**src/rtl/io_regs_pkg.sv**
```systemverilog
// Register map and widths shared by the peripheral register bus, the display
// controller and the software headers.
package io_regs_pkg;
  localparam int DATA_W   = 16;
  localparam int IDX_W    = 12;
  localparam int NUM_BTN  = 4;
  localparam int NUM_COLL = 6;

  localparam logic [IDX_W-1:0] REG_BUTTONS   = 12'd0;
  localparam logic [IDX_W-1:0] REG_VBLANK    = 12'd1;
  localparam logic [IDX_W-1:0] REG_COLLISION = 12'd2;
  localparam logic [IDX_W-1:0] REG_PRESSES   = 12'd3;
  localparam logic [IDX_W-1:0] REG_FRAME     = 12'd4;
  localparam logic [IDX_W-1:0] REG_TIMER     = 12'd5;
endpackage

```
**src/rtl/io_register_controller_if.sv**
```systemverilog
// Core-side peripheral register bus: one-cycle read/write strobes, registered read data.
interface io_register_controller_if;
  import io_regs_pkg::*;
  logic [IDX_W-1:0]  register_index;
  logic              register_read;
  logic              register_write;
  logic [DATA_W-1:0] register_write_value;
  logic [DATA_W-1:0] register_read_value;

  modport master (
    output register_index, register_read, register_write, register_write_value,
    input  register_read_value
  );
  modport slave (
    input  register_index, register_read, register_write, register_write_value,
    output register_read_value
  );
endinterface

```
**src/rtl/button_debouncer.sv**
```systemverilog
// One button: 2-flop synchronizer followed by a stable-count debouncer.
// rise_o pulses in the cycle whose edge takes state_o from 0 to 1.
module button_debouncer #(
  parameter  int DEBOUNCE_CYCLES = 250000,
  localparam int CNT_W = $clog2(DEBOUNCE_CYCLES+1)
) (
  input  logic clk,
  input  logic reset,
  input  logic raw_i,
  output logic state_o,
  output logic rise_o
);
  logic [1:0]       sync_q;
  logic [CNT_W-1:0] cnt_q;
  logic             differ, expire;

  assign differ = sync_q[1] ^ state_o;
  assign expire = differ && (cnt_q == CNT_W'(DEBOUNCE_CYCLES-1));
  assign rise_o = expire & ~state_o;

  always_ff @(posedge clk or posedge reset) begin
    if (reset) begin
      sync_q  <= '0;
      cnt_q   <= '0;
      state_o <= 1'b0;
    end else begin
      sync_q <= {sync_q[0], raw_i};
      if (!differ) begin
        cnt_q <= '0;
      end else if (expire) begin
        state_o <= ~state_o;
        cnt_q   <= '0;
      end else begin
        cnt_q <= cnt_q + CNT_W'(1);
      end
    end
  end
endmodule

```
**src/rtl/io_register_controller.sv**
```systemverilog
// Peripheral register block: debounced buttons, sticky clear-on-read event
// flags, frame counter and per-frame countdown timer behind a registered read mux.
module io_register_controller import io_regs_pkg::*; #(
  parameter int DEBOUNCE_CYCLES = 250000
) (
  input  logic                clk,
  input  logic                reset,
  io_register_controller_if.slave bus,
  input  logic [NUM_BTN-1:0]  buttons_i,
  input  logic                in_vblank_i,
  input  logic [NUM_COLL-1:0] collision_i
);
  logic [NUM_BTN-1:0]  debounced, btn_rise, press_q;
  logic [NUM_COLL-1:0] coll_q;
  logic [DATA_W-1:0]   frame_q, timer_q, rdata_q, rd_mux;
  logic                vb_prev_q, vb_flag_q, vb_rise;
  logic                rd, wr;
  logic [IDX_W-1:0]    idx;

  for (genvar g = 0; g < NUM_BTN; g++) begin : g_btn
    button_debouncer #(.DEBOUNCE_CYCLES(DEBOUNCE_CYCLES)) u_deb (
      .clk     (clk),
      .reset   (reset),
      .raw_i   (buttons_i[g]),
      .state_o (debounced[g]),
      .rise_o  (btn_rise[g])
    );
  end

  assign rd      = bus.register_read;
  assign wr      = bus.register_write;
  assign idx     = bus.register_index;
  assign vb_rise = in_vblank_i & ~vb_prev_q;
  assign bus.register_read_value = rdata_q;

  always_comb begin
    rd_mux = '0;
    case (idx)
      REG_BUTTONS:   rd_mux[NUM_BTN-1:0]  = debounced;
      REG_VBLANK:    rd_mux[1:0]          = {vb_flag_q, in_vblank_i};
      REG_COLLISION: rd_mux[NUM_COLL-1:0] = coll_q;
      REG_PRESSES:   rd_mux[NUM_BTN-1:0]  = press_q;
      REG_FRAME:     rd_mux               = frame_q;
      REG_TIMER:     rd_mux               = timer_q;
      default:       rd_mux               = '0;
    endcase
  end

  // Sticky flags: a new event in the clearing cycle survives (set wins), and
  // the read itself returns the pre-update value via rd_mux.
  always_ff @(posedge clk or posedge reset) begin
    if (reset) begin
      rdata_q   <= '0;
      vb_prev_q <= 1'b0;
      vb_flag_q <= 1'b0;
      coll_q    <= '0;
      press_q   <= '0;
      frame_q   <= '0;
      timer_q   <= '0;
    end else begin
      vb_prev_q <= in_vblank_i;
      if (rd) rdata_q <= rd_mux;

      vb_flag_q <= vb_rise     | (vb_flag_q & ~(rd && idx == REG_VBLANK));
      coll_q    <= collision_i | ((rd && idx == REG_COLLISION) ? '0 : coll_q);
      press_q   <= btn_rise    | ((rd && idx == REG_PRESSES)   ? '0 : press_q);

      if (wr && idx == REG_FRAME)  frame_q <= bus.register_write_value;
      else if (vb_rise)            frame_q <= frame_q + DATA_W'(1);

      if (wr && idx == REG_TIMER)        timer_q <= bus.register_write_value;
      else if (vb_rise && timer_q != '0) timer_q <= timer_q - DATA_W'(1);
    end
  end
endmodule

```
**src/flat_wrapper.sv**
```systemverilog
// flat-port wrapper written by rule: the top's interface ports become plain ports
module io_register_controller_flat import io_regs_pkg::*;
#(
  parameter int DEBOUNCE_CYCLES = 250000
)
  (clk, reset, buttons_i, in_vblank_i, collision_i, bus_register_index, bus_register_read, bus_register_write, bus_register_write_value, bus_register_read_value);
  io_register_controller_if bus_i ();
  input  logic clk;
  input  logic reset;
  input  logic [NUM_BTN-1:0] buttons_i;
  input  logic in_vblank_i;
  input  logic [NUM_COLL-1:0] collision_i;
  input wire logic [$bits(bus_i.register_index)-1:0] bus_register_index;
  input wire logic [$bits(bus_i.register_read)-1:0] bus_register_read;
  input wire logic [$bits(bus_i.register_write)-1:0] bus_register_write;
  input wire logic [$bits(bus_i.register_write_value)-1:0] bus_register_write_value;
  output wire logic [$bits(bus_i.register_read_value)-1:0] bus_register_read_value;
  assign bus_i.register_index = bus_register_index;
  assign bus_i.register_read = bus_register_read;
  assign bus_i.register_write = bus_register_write;
  assign bus_i.register_write_value = bus_register_write_value;
  assign bus_register_read_value = bus_i.register_read_value;
  io_register_controller #(.DEBOUNCE_CYCLES(DEBOUNCE_CYCLES)) u_core (.clk(clk), .reset(reset), .bus(bus_i), .buttons_i(buttons_i), .in_vblank_i(in_vblank_i), .collision_i(collision_i));
endmodule
```
**config.mk**
```make
export PLATFORM = sky130hd
export DESIGN_NAME = io_register_controller_flat
export DESIGN_NICKNAME = d
export VERILOG_FILES = /design/src/rtl/io_regs_pkg.sv /design/src/rtl/io_register_controller_if.sv /design/src/rtl/button_debouncer.sv /design/src/rtl/io_register_controller.sv /design/src/flat_wrapper.sv
export SDC_FILE = /design/constraint.sdc
export NUM_CORES = 1
export LEC_CHECK = 0
export CORE_UTILIZATION = 55
export CTS_BUF_LIST = sky130_fd_sc_hd__clkbuf_4 sky130_fd_sc_hd__clkbuf_8
export DETAILED_ROUTE_END_ITERATION = 10
export GPL_TIMING_DRIVEN = 0
export PLACE_DENSITY = 0.85
export SYNTH_ARGS = -nofsm -noshare
export SYNTH_HDL_FRONTEND = slang
export SYNTH_SLANG_ARGS = --single-unit
```
**constraint.sdc**
```tcl
create_clock -name clk -period 8.17 [get_ports clk]
set_clock_uncertainty 0.1 [all_clocks]
set_input_delay 1.634 -clock clk [delete_from_list [all_inputs] [get_ports clk]]
set_output_delay 1.634 -clock clk [all_outputs]
set_load 0.03 [all_outputs]
```
# == Word level (Yosys, flattened, before mapping) ==
# Cells that the tools add are included.
# word_totals
reg_bits,144
input_bits,43
output_inout_bits,16
# op_classes
addsub,6
n_eq_ne,9
n_mux,18
bitwise,19
reduce_logical,18
# op_table
operator,n
two-way mux 18 bit,8
adder 18 x 1 -> 18 bit (second input constant),4
equality test 18 bit (second input constant),4
two-way mux 16 bit,4
equality test 12 x 2 -> 1 bit (second input constant),2
equality test 12 x 3 -> 1 bit (second input constant),2
one-hot mux 10 bit (2 select lines),1
adder 16 x 1 -> 16 bit (second input constant),1
nonzero test 16 bit,1
subtractor 16 x 1 -> 16 bit (second input constant),1
equality test 12 x 1 -> 1 bit (second input constant),1
zero test 12 bit,1
one-hot mux 2 bit (6 select lines),1
logical AND 1 bit,10
one-hot mux 2 bit (5 select lines),1
AND reduction 2 bit,4
bitwise AND 1 bit,6
two-way mux 6 bit,1
inverter 1 bit,6
OR 6 bit,1
one-hot mux 2 bit (3 select lines),1
two-way mux 4 bit,1
OR 4 bit,1
nonzero test 2 bit,2
other kinds (2),5

# == Logic depth before layout (Yosys ltp) ==
# Gate-level depths: netlist (run 1).
# depth
word_depth,5
depth_mapped,7
mapped_depth_nobuf,7

# == Cells and area by module ==
# Synthesis (run 1) repeated with hierarchy kept, for this count alone.
# hier_totals
cells_unflattened,755
area_unflattened_um2,7353.3
# by_module_without_submodules
mod,n_inst,cells_per_inst,area_each_um2,seq_area_each_um2
button_debouncer,4,100,1009.7,525.5
io_register_controller,1,355,3314.4,1501.4

# == Worst setup path after synthesis (run 1) ==
# Ideal clock, no wire load.
# synth_path
path_type,input -> register
from,input port bus_register_index[5]
to,register u_core.coll_q[0]
setup_time_ns,0.118
t_arrival_ns,3.381
required_ns,7.952
setup_slack_ns,4.571
path_stages,5
n_path_buf,1
cell_sequence,or4_4 > or4b_4 > or4_4 > buf_6 > a21o_1
# synth_via
elab_chain_len,4
# synth_rtl
element,line,source
"start, declared",flat_wrapper.sv:13,input wire logic [$bits(bus_i.register_index)-1:0] bus_register_index;
equality test 12 x 2 -> 1 bit,io_register_controller.sv:65,coll_q <= collision_i | ((rd && idx == REG_COLLISION) ? '0 : coll_q);
logical AND 1 bit,io_register_controller.sv:65,
two-way mux 6 bit,io_register_controller.sv:65,
OR 6 bit,io_register_controller.sv:65,
"end signal, assigned",io_register_controller.sv:65,
"end, declared",io_register_controller.sv:14,logic [NUM_COLL-1:0] coll_q;
# Every way passes these cells.
# A chain may end at the register's enable or synchronous reset.

# == Worst setup path in the final report (run 1) ==
# layout_path
from,input port in_vblank_i
to,register u_core.timer_q[15]
# layout_via
elab_chain_len,3
# layout_rtl
element,line,source
"start, declared",flat_wrapper.sv:11,input logic in_vblank_i;
bitwise AND 1 bit,io_register_controller.sv:33,assign vb_rise = in_vblank_i & ~vb_prev_q;
logical AND 1 bit,io_register_controller.sv:72,else if (vb_rise && timer_q != '0) timer_q <= timer_q - DATA_W'(1);
nonzero test 2 bit (no line),-,
"end signal, assigned",io_register_controller.sv:71,if (wr && idx == REG_TIMER) timer_q <= bus.register_write_value;
"end signal, assigned",io_register_controller.sv:72,
"end, declared",io_register_controller.sv:15,"logic [DATA_W-1:0] frame_q, timer_q, rdata_q, rd_mux;"
# Every way passes these cells.

==> results of run 1 <==
-- area by class of cell --
class,instances,area [um2]
fillers,916,4010
clock inverters,10,108
well taps,168,210
multi-input cells,507,3180
plain buffers,23,97.6
repair buffers,56,578
flip-flops and latches,144,3600
clock buffers,22,303
inverters,17,68.8
-- worst register-to-register path, stage by stage (launching register included) --
cell      delay, ns
dfrtp_1        0.39
ha_1           0.20
nand3_1        0.20
nor4_1         0.63
or2_2          0.21
clkbuf_1       0.32
clkbuf_1       0.41
nor2_1         0.10
-- cell usage after synthesis (2+ instances only) --
master	instances	area (um2)
a21boi_0	2	15.0
a21o_1	6	45.0
a21oi_1	23	115
a32o_1	3	30.0
and2_1	4	25.0
and3_1	13	81.3
and4_1	7	61.3
buf_1	2	7.51
buf_2	3	15.0
clkbuf_1	17	63.8
dfrtp_1	144	3600
ha_1	6	75.1
inv_1	17	63.8
mux2i_1	19	190
mux4_2	2	45.0
nand2_1	55	206
nand2b_1	5	31.3
nand3_1	35	175
nand3b_1	4	30.0
nand4_1	25	156
nand4b_1	4	35.0
nor2_1	115	432
nor2b_1	3	18.8
nor3_1	8	40.0
nor3b_1	2	15.0
nor4_1	12	75.1
nor4b_1	10	87.6
o21a_1	2	15.0
o21ai_0	17	85.1
o221ai_1	2	17.5
o2bb2ai_1	12	105
or4_1	3	22.5
or4_4	2	22.5
xnor2_1	31	272
xor2_1	65	569
-- kinds of logic (layout without fill, tap and decap cells) --
family	Yosys count	count (layout)	synth area share [%]
compound gates	73	73	6.90
xor+xnor	96	96	12.1
fa+ha+maj	6	6	1.08
buf+inv	40	128	2.32
flops	144	144	51.9
mux	22	22	3.55
simple gates	310	310	22.2
-- per-layer routing --
| metal | part of all wire (%) | GRT usage [%] |
|---|---|---|
| met5 | 0 | 0 |
| met4 | 2.9 | 13.1 |
| met3 | 4.9 | 5.61 |
| met2 | 49 | 42.8 |
| met1 | 43 | 32.3 |
-- state kept, by name, indices dropped and copies added, names as in the netlist --
| signal | flops |
|---|---|
| u_core.vb_prev_q | 1 |
| u_core.frame_q | 16 |
| u_core.g_btn.u_deb.state_o | 4 |
| u_core.g_btn.u_deb.cnt_q | 72 |
| u_core.coll_q | 6 |
| u_core.vb_flag_q | 1 |
| u_core.g_btn.u_deb.sync_q | 8 |
| u_core.timer_q | 16 |
| u_core.bus.register_read_value | 16 |
| u_core.press_q | 4 |
-- through the flow --
| stage | util (%) | setup WS, ns |
|---|---|---|
| after floorplan | - | 2.57 |
| after global placement | 63.4 | 0.894 |
| after detailed placement | 63.7 | 3.81 |
| after CTS | 67.0 | 4.32 |
| after global routing | 67.0 | 4.11 |
| final | 67.0 | 4.28 |
-- report_power, final --
part | switching, uW | internal [uW]
Combinational | 127 | 109
Clock | 268 | 309
Sequential | 80.7 | 771
Total | 477 | 1190
-- path summary, 6_finish.rpt --
path,endpoint,depth (start not counted)
min in group asynchronous,u_core.g_btn[1].u_deb.cnt_q[10],2
max in group asynchronous,u_core.frame_q[4],3
worst max-delay path,u_core.timer_q[15],6
worst min register to register,u_core.g_btn[0].u_deb.sync_q[1],0
worst min-delay path,u_core.g_btn[0].u_deb.sync_q[1],0
worst max register to register,u_core.g_btn[3].u_deb.cnt_q[0],7
==> run summary, run 1 <==
status: finished clean
CTS tree: built
synth unique cells: 46
setup TNS: 0 ns
kind of critical path: in -> reg
Wirelength per Cell: 16.4 um
clock root cell: clkbuf_8
First DRT Iteration DRCs: 402
full die area: 13100 um2
initial core utilization: 57.1%
Leakage: 0.00345 uW
# placed instances: 915
HPWL after DPL: 10900 um
Final setup viols: 0
Hold Fails Final Rpt: 0
GPL Wtd Cong: 0.834
Post-CTS Setup Bufs: 0
largest net degree at the start of global routing: 97
Cell Area, Placed: 7740 um2
crit path max fanout: 6
syn nets: 740
Worst VDD drop: 0.111 mV
launch point of the worst path: in_vblank_i
Slew @ Worst Pin: 0.963 ns
CP endpoint kind: flop
reg2reg setup slack: 5.47 ns
Clock H-tree levels: 4
total global routing overflow: 0
Core Footprint: 12200 um2
CTS resizes: 0
worst skew pair latency: 0.47 ns
most frequent cells in the layout: dfrtp_1 (144), nor2_1 (115), xor2_1 (65)
Antenna Cells: 0
area grow syn2layout: 17.3%
most common cell after layout, fill and taps aside: dfrtp_1
Max Freq: 257 MHz
total global routing track utilization: 25.9%
chip width: 114 um
crit path cell chain: clkdlybuf4s50_1 > nor4b_1 > nor3b_1 > nand3_1 > a221oi_1 > nor2_1
fraction of registers with async set/reset: 100%
R2R Path Start: u_core.g_btn[3].u_deb.cnt_q[0]
CTS Buffer Depth: 2
first-pass GRT wire length: 26100 um
sequential cell area fraction in the yosys report: 51.9%
period utilization: 47.6%
Cell Area, Synth: 6950 um2
port bufs: 55
layout cells sized above 1: 6.03%
final wirelength: 15600 um
crit path time final: 3.89 ns
Hold Slack: 0.261 ns
Via density: 5.83
maxcap violations: 0
Worst slew margin: 35.2%
CP Launch Type: input pin
final slew viol count: 0
FP Rows: 40
CP top delay family: simple AND/OR/NAND/NOR gates
vias in the first global route: 5639
Sink Count: 144
hold_sp: u_core.g_btn[0].u_deb.sync_q[0]
final std cells w/o fill: 947
worst path arrival time: 4.15 ns
DRT Pass-1 Iters: 4
layout net count: 815
total CTS buffers: 17
max incr delay on CP: 0.66 ns
RSZ-0062 raised after global routing: no
Warnings, synthesis: 0
CP required: 8.43 ns
CP bufs+invs: 1
antenna violations before repair: 0
hold-fix buffers at CTS: 0
register bit count reported by yosys: 144
drc violations: 0
Tot Pwr: 1670 uW
Synth Instances: 691
number of synthesized flops with an enable pin: 0
PwrDens: 204 nW/um2
HP Class: reg -> reg
clock slew at reported path FFs: 0.08 ns
Boundary Pins: 59
Final Instance Area: 8150 um2
Syn Area/Cell: 10.1 um2
Critical-path top delay cell: nor3b_1
Most used DFF post-synth: dfrtp_1
via count: 5520
die height: 114 um
Antenna Nets Post-Route: 0
Note: power is estimated with default switching activity, not from simulation.
==> run 2: changes to the inputs <==
Clock period 8.17 ns to 3.89 ns, I/O delays scaled along.
==> run summary, run 2 (synthesized netlist as in run 1, its figures left out) <==
status: finished clean
# placed instances: 917
total global routing track utilization: 26.2%
CP endpoint kind: flop
Wirelength per Cell: 16.7 um
Post-CTS Setup Bufs: 0
CP Launch Type: input pin
CTS tree: built
final std cells w/o fill: 949
HPWL after DPL: 11100 um
Hold Crit Depth: 0
R2R Path Start: u_core.g_btn[3].u_deb.cnt_q[0]
RSZ-0062 raised after global routing: no
crit path max fanout: 10
launch point of the worst path: bus_register_index[5]
Tot Pwr: 3710 uW
chip width: 114 um
area grow syn2layout: 18.9%
die height: 114 um
R2R cell count: 7
Slew @ Worst Pin: 1.08 ns
port bufs: 55
most common cell after layout, fill and taps aside: dfrtp_1
Final setup viols: 0
PnR worst setup slack: 0.840 ns
final wirelength: 15900 um
kind of critical path: in -> reg
Antenna Nets Post-Route: 0
max incr delay on CP: 0.58 ns
crit path capture: u_core.frame_q[4]
Final Core Density: 67.9%
WP depth: 7
hold-fix buffers at CTS: 0
setup TNS: 0 ns
drc violations: 0
CP bufs+invs: 2
antenna violations before repair: 0
Boundary Pins: 59
layout cells sized above 1: 6.27%
CP top delay family: simple AND/OR/NAND/NOR gates
Core Footprint: 12200 um2
Top reg by flops: u_core.g_btn.u_deb.cnt_q
initial core utilization: 57.1%
HP Class: reg -> reg
full die area: 13100 um2
crit path time final: 3.05 ns
Worst slew margin: 27.5%
CP required: 4.11 ns
total CTS buffers: 17
Critical-path top delay cell: nor3_1
DP Worst Slack: 0.393 ns
Sink Count: 144
clock root cell: clkbuf_8
first-pass GRT wire length: 26400 um
vias in the first global route: 5616
clock slew at reported path FFs: 0.08 ns
DRT Pass-1 Iters: 5
most frequent cells in the layout: dfrtp_1 (144), nor2_1 (115), xor2_1 (65)
Antenna Cells: 0
Clock H-tree levels: 4
layout net count: 817
final slew viol count: 0
Max Freq: 328 MHz
period utilization: 78.4%
Via density: 5.82
total global routing overflow: 0
FP Rows: 40
PwrDens: 449 nW/um2
maxcap violations: 0
largest net degree at the start of global routing: 46
First DRT Iteration DRCs: 429
Hold Fails Final Rpt: 0
via count: 5523
Leakage: 0.00349 uW
GPL Wtd Cong: 0.849
worst skew pair latency: 0.47 ns
reg2reg setup slack: 1.21 ns
CTS Buffer Depth: 2
max reg flops: 72
worst r2r dst: u_core.g_btn[3].u_deb.cnt_q[12]
worst path arrival time: 3.27 ns
CTS resizes: 0
crit path cell chain: clkdlybuf4s50_1 > or4_4 > nor3_1 > nand4_1 > clkbuf_1 > nor2_1 > a21oi_1
Worst VDD drop: 0.204 mV
run 2: changes by cell type in the layout (fill, tap and decap cells not counted), sizes merged:
cell      previous run  this run
buf                  7         9
bufinv               2         6
clkinvlp             3         5
clkinv               5         4
clkbuf              39        35
inv                 17        16
run 2: worst reg2reg max path, stage by stage (launching register included):
cell      delay [ns]
dfrtp_1         0.39
ha_1            0.20
nand3_1         0.20
nor4_1          0.63
or2_2           0.21
clkbuf_1        0.29
clkbuf_1        0.41
nor2_1          0.11
run 2: routing by layer:
layer  global-route usage, %  share of wire (%)  vias to the layer above
li1                        -                  -                     2550
met5                       0                  0                        -
met3                    6.30                5.6                       48
met1                    31.4                 41                     2720
met4                    14.5                3.6                        0
met2                    43.8                 49                      205
run 2: power breakdown:
group	internal (uW)	total (uW)	leakage, uW	switching (uW)
Combinational	232	499	0.00135	267
Sequential	1620	1780	0.00191	165
Clock	843	1430	0.000231	584
Total	2690	3710	0.00349	1020
run 2: worst min path at each step:
stage                                          from                         endpoint  slack (ns)
CTS                 u_core.g_btn[0].u_deb.sync_q[0]  u_core.g_btn[0].u_deb.sync_q[1]        0.26
floorplan           u_core.g_btn[0].u_deb.sync_q[0]  u_core.g_btn[0].u_deb.sync_q[1]        0.23
finish              u_core.g_btn[0].u_deb.sync_q[0]  u_core.g_btn[0].u_deb.sync_q[1]        0.26
global route        u_core.g_btn[0].u_deb.sync_q[0]  u_core.g_btn[0].u_deb.sync_q[1]        0.27
global placement    u_core.g_btn[0].u_deb.sync_q[0]  u_core.g_btn[0].u_deb.sync_q[1]        0.24
detailed placement  u_core.g_btn[0].u_deb.sync_q[0]  u_core.g_btn[0].u_deb.sync_q[1]        0.24
run 2: cell type report:
type                            count  area, um2
Sequential cell                   144       3600
Multi-Input combinational cell    507       3180
Tap cell                          168        210
Clock inverter                     14        238
Buffer                             23       97.6
Timing Repair Buffer               58        611
Clock buffer                       18        248
Fill cell                         897       3900
Inverter                           17       67.6
run 2: through the flow:
| stage | cell area [um2] | hold WS (ns) |
|---|---|---|
| 2_1_floorplan | 6950 | 0.231 |
| 3_3_place_gp | 7710 | 0.241 |
| 3_5_place_dp | 7770 | 0.242 |
| 4_1_cts | 8260 | 0.260 |
| 5_1_grt | 8260 | 0.273 |
| 6_report | 8260 | 0.257 |
